<file path="src/rtl/dma_pkg.sv">
// Shared definitions for the block-memory DMA initiator: default widths, FSM state
// encoding and the word-slice helper for flattened block arrays.
package dma_pkg;

    localparam int ADDR_WIDTH_DEF = 16;
    localparam int DATA_WIDTH_DEF = 16;
    localparam int BLOCK_SIZE_DEF = 25;

    typedef enum logic [2:0] {
        IDLE      = 3'd0,
        WRITE     = 3'd1,
        READ_REQ  = 3'd2,
        READ_WAIT = 3'd3,
        HOLD      = 3'd4
    } dma_init_state_t;

    // LSB position of word k inside a flattened block (word k at [k*dw +: dw]).
    function automatic int word_lsb(input int k, input int dw);
        return k * dw;
    endfunction

endpackage

</file>
<file path="src/rtl/dma_block_initiator.sv">
// DMA block initiator: streams source words into DMA memory, issues one block read,
// captures the block and hands it on over valid/ready. DMA_BLOCK_PERF_EN adds busy_cycles.
//
// state     | meaning
// IDLE      | waiting for start; done pulses here after a completed operation
// WRITE     | one memory write per accepted source word
// READ_REQ  | single-cycle block-read request
// READ_WAIT | DMA output valid; captured into blk_data at the closing edge
// HOLD      | blk_valid high until the consumer accepts
module dma_block_initiator
    import dma_pkg::*;
#(
    parameter int ADDR_WIDTH = ADDR_WIDTH_DEF,
    parameter int DATA_WIDTH = DATA_WIDTH_DEF,
    parameter int BLOCK_SIZE = BLOCK_SIZE_DEF
) (
    input  logic                             clk,
    input  logic                             rst_n,
    input  logic                             start,
    input  logic [ADDR_WIDTH-1:0]            base_addr,
    input  logic [ADDR_WIDTH-1:0]            word_count,
    output logic                             busy,
    output logic                             done,
    input  logic [DATA_WIDTH-1:0]            src_data,
    input  logic                             src_valid,
    output logic                             src_ready,
    output logic                             mem_enable,
    output logic                             mem_rw,
    output logic [ADDR_WIDTH-1:0]            mem_address,
    output logic [DATA_WIDTH-1:0]            mem_wdata,
    input  logic [BLOCK_SIZE*DATA_WIDTH-1:0] mem_rdata,
    output logic [BLOCK_SIZE*DATA_WIDTH-1:0] blk_data,
    output logic                             blk_valid,
    input  logic                             blk_ready
`ifdef DMA_BLOCK_PERF_EN
    ,
    output logic [31:0]                      busy_cycles
`endif
);

    localparam logic [2:0] ST_IDLE      = IDLE;
    localparam logic [2:0] ST_WRITE     = WRITE;
    localparam logic [2:0] ST_READ_REQ  = READ_REQ;
    localparam logic [2:0] ST_READ_WAIT = READ_WAIT;
    localparam logic [2:0] ST_HOLD      = HOLD;

    logic [2:0]                      state_q, state_d;
    logic [ADDR_WIDTH-1:0]           base_q, base_d;
    logic [ADDR_WIDTH-1:0]           count_q, count_d;
    logic [ADDR_WIDTH-1:0]           wr_cnt_q, wr_cnt_d;
    logic [BLOCK_SIZE*DATA_WIDTH-1:0] blk_data_q, blk_data_d;
    logic                            done_q, done_d;

    always_comb begin
        state_d    = state_q;
        base_d     = base_q;
        count_d    = count_q;
        wr_cnt_d   = wr_cnt_q;
        blk_data_d = blk_data_q;
        done_d     = 1'b0;
        case (state_q)
            ST_IDLE: begin
                if (start) begin
                    base_d   = base_addr;
                    count_d  = word_count;
                    wr_cnt_d = '0;
                    state_d  = (word_count != '0) ? ST_WRITE : ST_READ_REQ;
                end
            end
            ST_WRITE: begin
                if (src_valid) begin
                    wr_cnt_d = wr_cnt_q + ADDR_WIDTH'(1);
                    if (wr_cnt_q == count_q - ADDR_WIDTH'(1)) begin
                        state_d = ST_READ_REQ;
                    end
                end
            end
            ST_READ_REQ: begin
                state_d = ST_READ_WAIT;
            end
            ST_READ_WAIT: begin
                for (int k = 0; k < BLOCK_SIZE; k++) begin
                    blk_data_d[word_lsb(k, DATA_WIDTH) +: DATA_WIDTH] =
                        mem_rdata[word_lsb(k, DATA_WIDTH) +: DATA_WIDTH];
                end
                state_d = ST_HOLD;
            end
            ST_HOLD: begin
                if (blk_ready) begin
                    done_d  = 1'b1;
                    state_d = ST_IDLE;
                end
            end
            default: begin
                state_d = ST_IDLE;
            end
        endcase
    end

    always_ff @(posedge clk or negedge rst_n) begin
        if (!rst_n) begin
            state_q    <= ST_IDLE;
            base_q     <= '0;
            count_q    <= '0;
            wr_cnt_q   <= '0;
            blk_data_q <= '0;
            done_q     <= 1'b0;
        end else begin
            state_q    <= state_d;
            base_q     <= base_d;
            count_q    <= count_d;
            wr_cnt_q   <= wr_cnt_d;
            blk_data_q <= blk_data_d;
            done_q     <= done_d;
        end
    end

    // Write address and data are forced to zero whenever no write is issued.
    always_comb begin
        busy        = (state_q != ST_IDLE);
        done        = done_q;
        src_ready   = (state_q == ST_WRITE);
        mem_rw      = (state_q == ST_READ_REQ);
        mem_enable  = ((state_q == ST_WRITE) && src_valid) || (state_q == ST_READ_REQ);
        mem_address = '0;
        mem_wdata   = '0;
        if ((state_q == ST_WRITE) && src_valid) begin
            mem_address = base_q + wr_cnt_q;
            mem_wdata   = src_data;
        end
        blk_valid   = (state_q == ST_HOLD);
        blk_data    = blk_data_q;
    end

`ifdef DMA_BLOCK_PERF_EN
    logic [31:0] busy_cycles_q, busy_cycles_d;

    always_comb begin
        busy_cycles_d = busy_cycles_q;
        if ((state_q == ST_IDLE) && start) begin
            busy_cycles_d = '0;
        end else if ((state_q != ST_IDLE) && (busy_cycles_q != '1)) begin
            busy_cycles_d = busy_cycles_q + 32'd1;
        end
    end

    always_ff @(posedge clk or negedge rst_n) begin
        if (!rst_n) begin
            busy_cycles_q <= '0;
        end else begin
            busy_cycles_q <= busy_cycles_d;
        end
    end

    assign busy_cycles = busy_cycles_q;
`endif

endmodule

</file>
<file path="config.mk">
export PLATFORM = sky130hd
export DESIGN_NAME = dma_block_initiator
export DESIGN_NICKNAME = d
export VERILOG_FILES = /design/src/rtl/dma_pkg.sv /design/src/rtl/dma_block_initiator.sv
export SDC_FILE = /design/constraint.sdc
export NUM_CORES = 1
export LEC_CHECK = 0
export CAP_MARGIN = 20
export CELL_PAD_IN_SITES_DETAIL_PLACEMENT = 1
export CELL_PAD_IN_SITES_GLOBAL_PLACEMENT = 1
export CORE_AREA = 2 2 345 347
export DETAILED_ROUTE_END_ITERATION = 6
export DIE_AREA = 0 0 347 349
export PLACE_DENSITY_LB_ADDON = 0.05
export SLEW_MARGIN = 25
export SYNTH_ARGS = -nofsm -noshare
export SYNTH_HDL_FRONTEND = slang
export SYNTH_SLANG_ARGS = --single-unit
</file>
<file path="constraint.sdc">
create_clock -name clk -period 3.3 [get_ports clk]
set_input_delay 0.66 -clock clk [delete_from_list [all_inputs] [get_ports clk]]
set_output_delay 0.66 -clock clk [all_outputs]
set_load 0.01 [all_outputs]
</file>
==> results.sh <==
export IMPL_outcome="finished with violations"
export IMPL_violations="negative setup slack"
export IMPL_avgSynthCellArea_um2=14.8
export IMPL_synthDistinctLibCells=48
export IMPL_layout_nets=2689
export IMPL_grt_busiest_layer="met2"
export IMPL_p_per_area_nw_per_um2=976
export IMPL_path_cells="ha_2 > fa_2 > a21oi_4 > o21ai_4 > a211oi_2 > buf_4 > o21ai_2 > a31oi_2 > mux2i_1 > buf_2"
export IMPL_yosys_top_cells_count="dfrtp_1, mux2_2, clkbuf_1"
export IMPL_yosysMostFrequentCell="dfrtp_1"
export IMPL_die_y_um=349
export IMPL_pre_cts_ws_ns=-0.559
export IMPL_dp_hpwl_um=70500
export IMPL_wire_per_inst_um=23.5
export IMPL_grt_util_met1_pct=14.2
export IMPL_syn_inst=1237
export IMPL_peakVddDrop_mv=0.383
export IMPL_root_buffer="clkbuf_16"
export IMPL_ios=891
export IMPL_finClkSkew_ns=0.0237
export IMPL_ys_seq_elements=452
export IMPL_p_comb_share_pct=46.2
export IMPL_drt_wl_total_um=89600
export IMPL_path_buf_inv=2
export IMPL_drive_gt1_share_pct=28.6
export IMPL_clkPwrFrac_pct=22.4
export IMPL_hold_viol_final=0
export IMPL_leakage_nw=12.9
export IMPL_cts_tree="done"
export IMPL_max_cap_violations=0
export IMPL_clkSinkCount=452
export IMPL_core_area_um2=117000
export IMPL_finalWorstSetupSlack_ns=-0.310
export IMPL_port_buffers=890
export IMPL_yosys_top_cells_area="dfrtp_1, mux2_2, ha_1"
export IMPL_vias=14223
export IMPL_fin_util_pct=27.3
export IMPL_grt_max_degree=91
export IMPL_start_util_pct=15.6
export IMPL_cpPeakStageDelay_ns=0.38
export IMPL_grt_util_met2_pct=27.0
export IMPL_syn_nets=1708
export IMPL_viasPerCell=3.73
export IMPL_clk_pin_slew_worst_paths_ns=0.05
export IMPL_synth_seq_area_share_pct=61.7
export IMPL_grt_total_usage_pct=14.4
export IMPL_ys_warn_count=0
export IMPL_drt_antenna_violating_nets=0
export IMPL_rows=126
export IMPL_yosys_area_top_type_share_pct=61.7
export IMPL_die_area_um2=121000
export IMPL_pwr_share_seq_pct=31.5
export IMPL_remaining_drc_errors=0
export IMPL_clk_latency_ns=0.63
export IMPL_synthFlopType="dfrtp_1"
export IMPL_area_growth_pct=74.7
export IMPL_rsz0062_at_grt="true"
export IMPL_path_max_fanout=2
export IMPL_worstMarginPinSlew_ns=0.677
export IMPL_critPathRequiredTime_ns=2.64
export IMPL_cp_arrival_ns=2.95
export IMPL_setup_tns_final_ns=-1.61
export IMPL_finalSetupViolations=9
export IMPL_final_cells=3813
export IMPL_cp_start_kind="flop"
export IMPL_p_int_mw=20.9
export IMPL_critPathCaptureType="output pin"
export IMPL_clock_fmax_ghz=0.277
export IMPL_hold_class="reg2reg"
export IMPL_total_power_mw=31.2
export IMPL_switchingPower_mw=10.4
export IMPL_synth_async_sr_flop_share_pct=100
export IMPL_slowest_stage="dfrtp_1"
export IMPL_grt_pass1_wl_um=124000
export IMPL_syn_area_um2=18300
export IMPL_h_tree_depth=3
export IMPL_maxSlewHeadroom_pct=54.4
export IMPL_drtIter0Drc=354
export IMPL_synth_area_leader_cell="dfrtp_1"
export IMPL_maxSlewViolCount=0
export IMPL_numCtsBuffers=66
export IMPL_swShare_pct=33.2
export IMPL_grt_pass1_vias=15731
export IMPL_min_period_over_period_pct=109
export IMPL_first_pass_iters=4
export IMPL_globalRouteOverflowTotal=0
export IMPL_ctsLongestPathBuffers=3
export IMPL_die_x_um=347
export IMPL_synth_edf_count=0
export IMPL_crit_type="reg2out"
export IMPL_critical_path_top_delay_family="compound AO/OA/AOI/OAI gates"
export IMPL_antenna_found_initial=29
export IMPL_dp_cells=3674
export IMPL_final_min_clock_period_ns=3.61
export IMPL_finalWeightedCongestion=0.762
export IMPL_grt_use_met3_pct=6.33
==> registers in the layout (all words and copies together), names as in the netlist <==
name      count
blk_data    400
state_q       3
count_q      16
done          1
base_q       16
wr_cnt_q     16
==> final cells by class <==
class                   instances  area, um^2
clock buffers                 103        1970
inverters                       8        30.0
multi-input cells             719        6940
flip-flops and latches        452       11300
repair buffers                971        9670
fillers                     12741       85400
clock inverters                12         134
well taps                    1536        1920
diodes                         12        30.0
==> power by group through the flow <==
stage | clock, mW | sequential [mW] | combinational (mW)
finish | 6.98 | 9.83 | 14.4
global route | 7.58 | 10.2 | 15.4
CTS | 7.37 | 9.87 | 14.8
detailed placement | 0 | 9.91 | 14.6
global placement | 0 | 9.81 | 14.6
floorplan | 0 | 11.0 | 4.52
==> logic make-up (layout without fill, tap and decap cells) <==
group	Yosys count	in the layout	synth area share (%)
compound gates	77	77	2.67
xor+xnor	39	39	1.86
fa+ha+maj	18	18	1.27
buf+inv	66	1094	1.39
flops	452	452	61.7
mux	430	430	26.4
other cells	0	12	0
simple gates	155	155	4.68
==> path summary, 6_finish.rpt <==
kind / from / cells past startpoint / end / slack, ns
max: base_q[0]$_DFFE_PN0P_ / 10 / mem_address[14] / -0.31
min: blk_data[144]$_DFFE_PN0P_ / 1 / blk_data[144]$_DFFE_PN0P_ / 0.50
max reg2reg: state_q[2]$_DFFE_PN0P_ / 8 / wr_cnt_q[12]$_DFFE_PN0P_ / 0.90
min reg2reg: blk_data[144]$_DFFE_PN0P_ / 1 / blk_data[144]$_DFFE_PN0P_ / 0.50
max in group asynchronous: rst_n / 3 / blk_data[282]$_DFFE_PN0P_ / 1.72
min in group asynchronous: rst_n / 2 / blk_data[262]$_DFFE_PN0P_ / 0.57
==> placed cells by master, fill, tap and decap left out, types with 20 or more instances in the layout <==
| cell | count |
|---|---|
| nand2_1 | 28 |
| mux2_2 | 428 |
| clkbuf_16 | 69 |
| and2_1 | 20 |
| clkdlybuf4s50_1 | 876 |
| dfrtp_1 | 452 |
| buf_4 | 60 |
| clkbuf_1 | 22 |
| nor2_1 | 37 |
| xnor2_1 | 23 |
==> repair_timing <==
item	CTS	global route
setup endpoints to repair	33	31
pin swaps	25	22
gates cloned	0	0
hold endpoints to repair	10	0
hold buffers	1	0
resized for setup	70	24
setup buffers	6	7
==> through the flow <==
| stage | cell area, um^2 | hold slack, ns |
|---|---|---|
| global route | 32000 | 0.511 |
| finish | 32000 | 0.500 |
| global placement | 29600 | 0.486 |
| CTS | 31800 | 0.505 |
| floorplan | 18300 | 0.364 |
| detailed placement | 29600 | 0.492 |
==> metal layers <==
metal	wire length [um]	vias up
met2	49300	538
met4	1820	24
met3	8190	117
li1	-	6369
met1	30200	7175
met5	146	-
Note: power is estimated with default switching activity, not from simulation.
